<file path="src/rtl/fetch_sequencer.sv">
// Instruction fetch sequencer: walks pc through instruction memory, parks one word in a
// skid register under downstream back-pressure, and handles redirects and fetch timeouts.
module fetch_sequencer #(
    parameter logic [31:0] RESET_PC = 32'h0000_0000,
    parameter int unsigned MAX_WAIT = 15
) (
    input  logic        clk_i,
    input  logic        reset_ni,
    input  logic        start_i,
    input  logic        redirect_valid_i,
    input  logic [31:0] redirect_pc_i,
    output logic        imem_req_o,
    output logic [31:0] imem_addr_o,
    input  logic        imem_ack_i,
    input  logic [31:0] imem_rdata_i,
    output logic        instr_valid_o,
    output logic [31:0] instr_o,
    output logic [31:0] instr_pc_o,
    input  logic        instr_ready_i,
    output logic        fetch_err_o,
    output logic        busy_o
);
    typedef enum logic [1:0] {IDLE = 2'd0, REQ = 2'd1, HOLD = 2'd2} state_e;

    localparam int unsigned       WAIT_W    = (MAX_WAIT < 2) ? 1 : $clog2(MAX_WAIT);
    localparam logic [WAIT_W-1:0] WAIT_LAST = WAIT_W'(MAX_WAIT - 1);

    state_e            state_q;
    logic [31:0]       pc_q;
    logic [WAIT_W-1:0] wait_q;
    logic              instr_valid_q;
    logic [31:0]       instr_q;
    logic [31:0]       instr_pc_q;
    logic [31:0]       skid_q;
    logic [31:0]       skid_pc_q;
    logic              fetch_err_q;
    logic [31:0]       redirect_tgt;

    assign redirect_tgt  = redirect_pc_i & 32'hFFFF_FFFC;

    // The request drops in a redirect cycle so an ack arriving then is never accepted.
    assign imem_req_o    = (state_q == REQ) && !redirect_valid_i;
    assign imem_addr_o   = pc_q;
    assign instr_valid_o = instr_valid_q;
    assign instr_o       = instr_q;
    assign instr_pc_o    = instr_pc_q;
    assign fetch_err_o   = fetch_err_q;
    assign busy_o        = (state_q != IDLE);

    always_ff @(posedge clk_i or negedge reset_ni) begin
        if (!reset_ni) begin
            state_q       <= IDLE;
            pc_q          <= RESET_PC;
            wait_q        <= '0;
            instr_valid_q <= 1'b0;
            instr_q       <= '0;
            instr_pc_q    <= '0;
            skid_q        <= '0;
            skid_pc_q     <= '0;
            fetch_err_q   <= 1'b0;
        end else if (redirect_valid_i) begin
            pc_q <= redirect_tgt;
            if (state_q != IDLE) begin
                // Leaving HOLD here is what empties the skid entry.
                state_q       <= REQ;
                instr_valid_q <= 1'b0;
                wait_q        <= '0;
            end
        end else begin
            case (state_q)
                IDLE: begin
                    if (start_i) begin
                        state_q     <= REQ;
                        fetch_err_q <= 1'b0;
                        wait_q      <= '0;
                    end
                end
                REQ: begin
                    if (imem_ack_i) begin
                        wait_q <= '0;
                        pc_q   <= pc_q + 32'd4;
                        if (!instr_valid_q || instr_ready_i) begin
                            instr_q       <= imem_rdata_i;
                            instr_pc_q    <= pc_q;
                            instr_valid_q <= 1'b1;
                        end else begin
                            skid_q    <= imem_rdata_i;
                            skid_pc_q <= pc_q;
                            state_q   <= HOLD;
                        end
                    end else if (wait_q == WAIT_LAST) begin
                        fetch_err_q   <= 1'b1;
                        instr_valid_q <= 1'b0;
                        wait_q        <= '0;
                        state_q       <= IDLE;
                    end else begin
                        wait_q <= wait_q + WAIT_W'(1);
                        if (instr_valid_q && instr_ready_i) begin
                            instr_valid_q <= 1'b0;
                        end
                    end
                end
                HOLD: begin
                    if (instr_ready_i) begin
                        instr_q       <= skid_q;
                        instr_pc_q    <= skid_pc_q;
                        instr_valid_q <= 1'b1;
                        state_q       <= REQ;
                    end
                end
                default: state_q <= IDLE;
            endcase
        end
    end
endmodule

</file>
<file path="config.mk">
export PLATFORM = sky130hd
export DESIGN_NAME = fetch_sequencer
export DESIGN_NICKNAME = d
export VERILOG_FILES = /design/src/rtl/fetch_sequencer.sv
export SDC_FILE = /design/constraint.sdc
export NUM_CORES = 1
export LEC_CHECK = 0
export BUFFER_PORTS_ARGS = -buffer_cell sky130_fd_sc_hd__buf_2
export CORE_MARGIN = 2
export CORE_UTILIZATION = 59
export DETAILED_ROUTE_END_ITERATION = 16
export PLACE_DENSITY = 0.91
export SLEW_MARGIN = 20
export SYNTH_ARGS = -nofsm -noshare
export SYNTH_HDL_FRONTEND = slang
export SYNTH_SLANG_ARGS = --single-unit
</file>
<file path="constraint.sdc">
create_clock -name clk_i -period 3.6 [get_ports clk_i]
set_input_delay 0.72 -clock clk_i [delete_from_list [all_inputs] [get_ports clk_i]]
set_output_delay 0.72 -clock clk_i [all_outputs]
set_load 0.005 [all_outputs]
</file>
* After elaboration in Yosys (flattened, before gate mapping)
Cells that the tools add are included.
** Operators by class
- Add/subtract/negate cells :: 2
- Multiply operators :: 0
- Div/mod/pow operators :: 0
- Magnitude comparators :: 0
- Equality and inequality tests :: 16
- Shifts and indexed selects :: 0
- Mux-type cells :: 37
- Bitwise gates (word level) :: 2
- Reduce and logical (&&, ||, !) cells :: 20
** Operator list (count)
- 32-bit 2-to-1 mux :: 9
- 32-bit case mux with 2 select lines :: 2
- 32-bit by 3-bit adder with 32-bit output (second input constant) :: 1
- 4-bit 2-to-1 mux :: 5
- 5-bit AND reduction :: 4
- 2-bit 2-to-1 mux :: 7
- 1-bit 2-to-1 mux :: 10
- 2-bit nonzero test :: 5
- 2-bit != test (second input constant) :: 4
- 4-bit by 3-bit != test with 1-bit output (second input constant) :: 2
- 4-bit case mux with 2 select lines :: 1
- 2-bit by 1-bit != test with 1-bit output (second input constant) :: 3
- 3-bit != test (second input constant) :: 2
- 2-bit case mux with 3 select lines :: 1
- 3-bit nonzero test :: 2
- 5-bit by 3-bit != test with 1-bit output (second input constant) :: 1
- 4-bit by 1-bit adder with 4-bit output (second input constant) :: 1
- 4-bit == test (second input constant) :: 1
- 4-bit != test (second input constant) :: 1
- 1-bit case mux with 2 select lines :: 2
- 4-bit AND reduction :: 1
- 3-bit AND reduction :: 1
- 2-bit by 1-bit == test with 1-bit output (second input constant) :: 1
- 2-bit == test (second input constant) :: 1
- 6 further kinds :: 9
** Storage, ports and cells
- Flip-flop bits (word level) :: 168
- Bits in latches :: 0
- RAM bits :: 0
- Bits in read-only memories :: 0
- Bits of input ports :: 70
- Output and inout port bits :: 100
- Logic and storage cells :: 86
- Memories kept :: 0

* Depth between registers and ports, before layout
Gate-level depths: netlist of run 1.
- Depth in word-level cells :: 6
- Mapped depth :: 8
- Mapped depth without buffers :: 6

* Worst setup path before layout of run 1
OpenSTA, ideal clock, no wires.
- Path type :: input to register
- Start :: in imem_ack_i
- End :: reg instr_q[0], in the netlist instr_o[0]
- Setup time :: 0.125 ns
- Data arrival time :: 2.291 ns
- Required time :: 3.475 ns
- Setup slack :: 1.184 ns
- Stages :: 7
- Buffers on the path :: 3
- Cells stage by stage :: buf_2 > and3b_2 > clkbuf_1 > o21ai_0 > a21oi_2 > buf_2 > mux2_2
** Between the ends
- Cells in the longest elaborated chain, start to end :: 2
** RTL lines
- from (decl) :: RTL line 14 : input logic imem_ack_i,
- 2-bit != test (no line)
- 5-bit AND reduction (no line)
- to (signal assigned) :: RTL line 83 : instr_q <= imem_rdata_i;
- to (signal assigned) :: RTL line 105 : instr_q <= skid_q;
- to (decl) :: RTL line 32 : logic [31:0] instr_q;
Every way passes these cells.
A chain may end at the register's enable or synchronous reset.

* Worst setup path in the final report of run 1
- Start :: reg state_q[0]
- End :: reg instr_q[13], in the netlist instr_o[13]
** Between the ends
- Cells in the longest elaborated chain, start to end :: 3
- Elaborated cells between the ends (all ways) :: 8
- Classes of those cells :: 5 x eq/ne; 1 x mux; 2 x reduce/logical
** RTL lines
- from (decl) :: RTL line 28 : state_e state_q;
- from (signal assigned) :: RTL line 52 : state_q <= IDLE;
- from (signal assigned) :: RTL line 65 : state_q <= REQ;
- from (signal assigned) :: RTL line 73 : state_q <= REQ;
- 2-bit by 1-bit == test with 1-bit output or 2-bit == test (tied branches) :: RTL line 70 : case (state_q)
- 2-bit by 1-bit != test with 1-bit output (no line) (tied with other cells)
- 5-bit AND reduction (no line)
Several ways; a longest one is shown, not always the timed one.

==> key figures, run 1 <==
STA
  – Fin. Hold Viols: 0
  – Final Max Slew Viols: 0
  – WHS: roughly 0.26 ns
  – Post-layout min period: 2.40 ns
  – Unrepaired setup endpoints after global routing: false
  – Final period utilization: 66.8%
  – Slew headroom: a little under two fifths
  – Final Setup Violations: 0
  – Setup Skew: 0.00498 ns
  – Fmax: 0.416 GHz
  – TNS Setup: 0 ns
  – Worst Tran Pin Value: between 0.9 and 1 ns

GRT
  – Vias in the first global route: between 5000 and 6000
  – Initial antenna violation count: 1
  – Remaining Overflow, GRT: 0
  – Total GRT Usage: 27.4%
  – Pin count of the biggest net entering global routing: between 70 and 80
  – First-pass GRT wire length: 30200 µm

Floorplan
  – Initial Utilization: 60.4%
  – Rows: 41
  – I/O pin total: 170
  – Core area: approximately 13000 µm²
  – Die W: 117 µm
  – Die height: about 120 µm
  – Die area: 13800 µm²

Clock tree
  – Hold-fix buffers at CTS: 0
  – CTS buffer count: 17
  – CTS Sinks: 162
  – Reg clk slew, reported paths: 0.06 ns
  – Postcts setup bufs: 0
  – Root buf cell: clkbuf_16
  – Clk Latency, worst-skew pair: about 0.42 ns
  – CTS tree: built
  – CTS Buffer Depth: 2
  – Post-CTS sizing: 0
  – H-tree Lvls: 4

Synthesis
  – Mean Syn Cell Area: 12.6 µm²
  – Synth Instances: approximately 600
  – Mapped Area: 7590 µm²
  – Synth cell types: 48
  – Yosys reg bits: 162
  – Post-synthesis sequential area ratio: 53.4%
  – Synth Warn #: 0
  – Main synth FF type: dfrtp_1
  – FFs w/ async S/R, synth: 100%
  – Post-synth EDFFs: 0

Power and ir drop
  – Leak: 4.08 nW
  – PD cells: 658 nW/µm²
  – Clock power share: 30.0%
  – P_sw: about 1.6 mW
  – Total Power: 6.02 mW
  – Comb pwr share: 22.3%
  – Sequential share of power: 47.7%
  – Switching share of power: approximately 27%
  – Internal Power: 4.37 mW
  – Max IR drop VDD: 0.000479 V

Placement
  – Post-Place Cell Area: 8550 µm²
  – Post-DP HPWL: 12100 µm
  – Gp weighted congestion: 0.877
  – Port Buffer Count: 163

Layout
  – Footprint of the multi-input gates: 3350 µm²
  – Final Cell Area: 9140 µm²
  – Area grow syn2layout: 20.5%
  – Fillers: around 800
  – Final core occ: between 70 and 80%
  – Layout cell share with drive strength beyond 1: 50.7%
  – Nets: 827
  – Register Area: 4050 µm²

Worst setup path
  – Slowest stage delay, CP: roughly 0.66 ns
  – Worst EP required: 3.90 ns
  – Crit path arrival time: around 2.7 ns
  – Class of the most critical setup path: flop to flop
  – Crit path max-delay cell type: dfrtp_1
  – CP endpoint kind: flop
  – Critical Path, Cell by Cell: and3b_2 -> o21ai_0 -> a21oi_4 -> buf_4 -> mux2_2
  – Max Fanout on Critical Path: 36
  – Crit start category: flop

Drt
  – 1st-pass router iterations: 5
  – Total Routed Length: 17900 µm
  – Vias: 5526
  – Routed Antenna Nets: 0
  – Wirelength per Cell: 19.0 µm
  – Initial DRC count: 368
  – Post-route DRC: 0
  – Vias per cell: just under 6

Outcome
  – Run status: completed

Worst hold path
  – HP Class: input pin to asynchronous set/reset pin

Run
  – Max cap viols: 0
-- area by class of cell --
| cell class | instances | share of cell area (%) |
|---|---|---|
| diodes | 1 | 0.0274 |
| well taps | 172 | 2.35 |
| flip-flops and latches | 162 | 44.3 |
| multi-input cells | 396 | 36.7 |
| inverters | 6 | 0.246 |
| repair buffers | 171 | 9.92 |
| clock inverters | 11 | 1.49 |
| clock buffers | 21 | 4.93 |
-- placed cells by master (no fill, tap or decap), types with 3 or more instances in the layout --
cell,n
ha_1,3
nor4_1,4
xnor2_1,9
nand4_1,10
clkbuf_1,3
clkbuf_16,17
buf_4,6
or4_1,10
o21ai_0,28
nand2b_1,3
and4_1,3
nand3_1,12
nor3_1,5
nor2_1,19
or3_1,4
dfrtp_1,162
mux2_2,180
o31ai_1,10
and3_1,6
nand2_1,36
conb_1,4
inv_1,6
xor2_1,3
clkinv_2,6
bufinv_16,3
a31oi_1,16
buf_2,162
-- per-stage QoR --
step	cells	worst slack, ns
floorplan	604	1.18
global placement	907	1.12
detailed placement	907	1.03
CTS	939	1.22
global route	940	1.07
finish	940	1.20
-- path summary, 6_finish.rpt --
| check | from | endpoint | slack, ns | cells past startpoint |
|---|---|---|---|---|
| worst max-delay path | state_q[0] | instr_o[13] | 1.20 | 5 |
| worst min-delay path | reset_ni | instr_pc_o[5] | 0.26 | 1 |
| worst max register to register | state_q[0] | instr_o[13] | 1.20 | 5 |
| worst min register to register | skid_pc_q[7] | skid_pc_q[7] | 0.49 | 2 |
| max in group asynchronous | reset_ni | skid_pc_q[13] | 2.49 | 2 |
| min in group clk_i | skid_pc_q[7] | skid_pc_q[7] | 0.49 | 2 |
-- cells in the mapped netlist (3+ instances only) --
master	instances	area share (%)
nand2b_1	3	0.25
mux2_2	180	27
a31oi_1	16	1.3
nand4_1	10	0.82
o21ai_0	28	1.8
buf_2	14	0.92
or4_1	10	0.99
xnor2_1	9	1.0
or3_1	4	0.33
nor3_1	5	0.33
and3_1	6	0.49
nand3_1	13	0.86
o31ai_1	10	0.99
and4_1	3	0.35
clkbuf_1	20	0.99
inv_1	6	0.30
xor2_1	3	0.35
buf_4	4	0.40
dfrtp_1	162	53
ha_1	3	0.49
nor4_1	4	0.33
nor2_1	19	0.94
nand2_1	36	1.8
-- power groups by stage --
stage	clock network, mW	logic (mW)	registers (mW)
floorplan	0	0.791	2.80
global placement	0	1.27	2.81
detailed placement	0	1.35	2.89
CTS	1.82	1.36	2.86
global route	1.90	1.46	2.96
finish	1.80	1.34	2.87
-- registers in the layout, summed over array words and instances (netlist names) --
register       cells
fetch_err_o        1
skid_q            32
instr_pc_o        30
instr_valid_o      1
wait_q             4
state_q            2
imem_addr_o       30
instr_o           32
skid_pc_q         30
-- metal layers --
layer / GRT usage [%] / vias up / part of all wire, %
li1: - / 2502 / -
met1: 32.8 / 2783 / 39
met2: 47.3 / 196 / 53
met3: 6.03 / 45 / 5.3
met4: 12.3 / 0 / 3.1
met5: 0 / - / 0
-- worst max-delay path, delay by kind of cell, from the launching register on --
kind | cells | cell delay, ns
flip-flops | 1 | 0.66
AO/OA/AOI/OAI | 2 | 0.34
buffers and inverters | 1 | 0.47
multiplexers | 1 | 0.41
AND/OR/NAND/NOR | 1 | 0.38
-- cells by family after synthesis --
kind of cell | Yosys count | synth area share, %
mux | 181 | 26.8
flops | 162 | 53.4
simple gates | 128 | 9.30
compound gates | 68 | 5.62
buf+inv | 46 | 2.90
xor+xnor | 12 | 1.38
fa+ha+maj | 3 | 0.495
other cells | 1 | 0.0494
Note: power is estimated with default switching activity, not from simulation.
==> run 2: changes to the inputs <==
--- a/config.mk
+++ b/config.mk
@@ -7,9 +7,9 @@
 export LEC_CHECK = 0
 export BUFFER_PORTS_ARGS = -buffer_cell sky130_fd_sc_hd__buf_2
 export CORE_MARGIN = 2
-export CORE_UTILIZATION = 59
+export CORE_UTILIZATION = 54
 export DETAILED_ROUTE_END_ITERATION = 16
-export PLACE_DENSITY = 0.91
+export PLACE_DENSITY = 0.85
 export SLEW_MARGIN = 20
 export SYNTH_ARGS = -nofsm -noshare
 export SYNTH_HDL_FRONTEND = slang
==> constraint.sdc (replaced) <==
create_clock -name clk_i -period 2.25 [get_ports clk_i]
set_input_delay 0.45 -clock clk_i [delete_from_list [all_inputs] [get_ports clk_i]]
set_output_delay 0.45 -clock clk_i [all_outputs]
set_load 0.005 [all_outputs]
==> key figures, run 2 (synthesis results as in run 1) <==
Outcome
  – Run status: completed (unchanged)

Worst setup path
  – Family with the most delay on the worst path: simple AND/OR/NAND/NOR gates (was flip-flops)
  – Most frequent CP cell: or4_4
  – Register-to-Register Setup Slack: 0.05 ns (was 1.20 ns)
  – Class of the most critical setup path: flop to flop (unchanged)
  – R2r endpoint: imem_addr_o[28] (was instr_o[13])
  – Crit path max-delay cell type: or4_4 (was dfrtp_1)
  – R2r startpoint: imem_addr_o[3] (was state_q[0])
  – CP bufs+invs: 0 (was 1)
  – Critical Path, Cell by Cell: ha_2 -> nand4b_4 -> or4_4 -> or4_4 -> a31oi_2 (was and3b_2 -> o21ai_0 -> a21oi_4 -> buf_4 -> mux2_2)
  – CP endpoint kind: flop (unchanged)
  – Crit path arrival time: 2.53 ns (was 2.71 ns)
  – Max Fanout on Critical Path: 7 (was 36)
  – Slowest stage delay, CP: 0.62 ns (was 0.66 ns)
  – Register-to-Register Path Depth: 5 (unchanged)
  – Crit start category: flop (unchanged)
  – Worst EP required: 2.58 ns (was 3.90 ns)

Placement
  – Post-Place Cell Area: 8790 µm² (was 8550 µm²)
  – Port Buffer Count: 163 (unchanged)
  – Post-DP HPWL: 12100 µm (about the same)
  – Pre-CTS setup slack: 0.115 ns (was 1.03 ns)
  – Placed Cells: 937 (was 907)
  – Gp weighted congestion: 0.821 (was 0.877)

Clock tree
  – Reg clk slew, reported paths: 0.07 ns (was 0.06 ns)
  – CTS Buffer Depth: 2 (unchanged)
  – H-tree Lvls: 4 (unchanged)
  – Postcts setup bufs: 0 (unchanged)
  – CTS Sinks: 162 (unchanged)
  – CTS buffer count: 17 (unchanged)
  – Clk Latency, worst-skew pair: 0.42 ns (about the same)
  – CTS tree: built (unchanged)
  – Root buf cell: clkbuf_16 (unchanged)

GRT
  – Initial antenna violation count: 1 (unchanged)
  – Vias in the first global route: 5650 (was 5957)
  – Pin count of the biggest net entering global routing: 59 (was 74)
  – Total GRT Usage: 24.4% (was 27.4%)
  – First-pass GRT wire length: 28100 µm (was 30200 µm)
  – Remaining Overflow, GRT: 0 (unchanged)

STA
  – TNS Setup: 0 ns (unchanged)
  – Worst Tran Pin Value: 0.518 ns (was 0.925 ns)
  – Setup Skew: 0.00763 ns (was 0.00498 ns)
  – Final setup margin: 0.0500 ns (was 1.20 ns)
  – Post-layout min period: 2.20 ns (was 2.40 ns)
  – WHS: 0.250 ns (was 0.256 ns)
  – Fin. Hold Viols: 0 (unchanged)
  – Final Max Slew Viols: 0 (unchanged)
  – Fmax: 0.455 GHz (was 0.416 GHz)
  – Final period utilization: 97.8% (was 66.8%)
  – Slew headroom: 65.4% (was 38.3%)
  – Final Setup Violations: 0 (unchanged)

Floorplan
  – Rows: 43 (was 41)
  – Initial Utilization: 54.9% (was 60.4%)
  – Core area: 13800 µm² (was 12600 µm²)
  – Die area: 15000 µm² (was 13800 µm²)
  – Die height: 123 µm (was 117 µm)
  – I/O pin total: 170 (unchanged)
  – Die W: 123 µm (was 117 µm)

Drt
  – Routed Antenna Nets: 0 (unchanged)
  – Initial DRC count: 428 (was 368)
  – Wirelength per Cell: 18.3 µm (was 19.0 µm)
  – Post-route DRC: 0 (unchanged)
  – Vias per cell: 5.72 (was 5.88)
  – Vias: 5562 (was 5526)
  – Total Routed Length: 17800 µm (was 17900 µm)
  – 1st-pass router iterations: 5 (unchanged)

Layout
  – Post-Layout Cell Count: 972 (was 940)
  – Area grow syn2layout: 24.4% (was 20.5%)
  – Layout cell share with drive strength beyond 1: 52.6% (was 50.7%)
  – Nets: 851 (was 827)
  – Final core occ: 68.3% (was 72.7%)
  – Most frequent cells in the layout: 180 x mux2_2, 162 x dfrtp_1, 162 x buf_2, 36 x nand2_1, 28 x o21ai_0 (unchanged)
  – Commonest non-fill, non-tap cell in the layout: mux2_2 (unchanged)
  – Final Cell Area: 9440 µm² (was 9140 µm²)

Power and ir drop
  – Leak: 4.21 nW (was 4.08 nW)
  – PD cells: 1040 nW/µm² (was 658 nW/µm²)
  – Max IR drop VDD: 0.000574 V (was 0.000479 V)
  – Total Power: 9.82 mW (was 6.02 mW)

Worst hold path
  – Hold endpoint: imem_addr_o[12]
  – Worst hold path cell count: 3
  – Hold path startpoint: redirect_pc_i[12]
  – HP Class: input pin to flop (was input pin to asynchronous set/reset pin)

Run
  – Max cap viols: 0 (unchanged)
## run 2: worst reg2reg max path: stages, from the launching register on
cell and delay (ns):
dfrtp_1 0.38, ha_2 0.22, nand4b_4 0.14, or4_4 0.62, or4_4 0.54, a31oi_2 0.21
## run 2: worst max-delay path by stage
stage | end | from | slack [ns] | depth (start not counted)
after floorplan | imem_addr_o[26] | imem_addr_o[2] | 0.08 | 6
after global placement | imem_addr_o[28] | imem_ack_i | 0.15 | 5
after detailed placement | imem_addr_o[20] | imem_ack_i | 0.12 | 5
after CTS | imem_addr_o[28] | imem_addr_o[3] | 0.05 | 5
after global routing | imem_addr_o[28] | imem_addr_o[2] | -0.02 | 5
final | imem_addr_o[28] | imem_addr_o[3] | 0.05 | 5
## run 2: final cells by class
class	count	area [µm²]
Fill cell	972	4380
Sequential cell	162	4050
Multi-Input combinational cell	397	3380
Timing Repair Buffer	194	1140
Clock buffer	19	433
Tap cell	180	225
Clock inverter	13	186
Inverter	6	22.5
Antenna cell	1	2.50
## run 2: timing repair
action | 4_1_cts | 5_1_grt
endpoints found under the hold margin | 16 | 0
hold buffers | 1 | 0
gates resized for setup | 0 | 3
endpoints found under the setup margin | 0 | 2
## run 2: metal layers
layer	share of wire [%]	up-vias	track usage [%]
li1	-	2554	-
met1	41	2777	29.9
met2	52	193	41.3
met3	4.9	38	5.07
met4	3.0	0	11.4
met5	0	-	0
## run 2: power breakdown
| part | switching (mW) | leakage (nW) | internal [mW] | total, mW |
|---|---|---|---|---|
| clock | 1.17 | 0.289 | 1.86 | 3.02 |
| sequential | 0.583 | 1.94 | 3.95 | 4.54 |
| combinational | 0.912 | 1.98 | 1.35 | 2.26 |
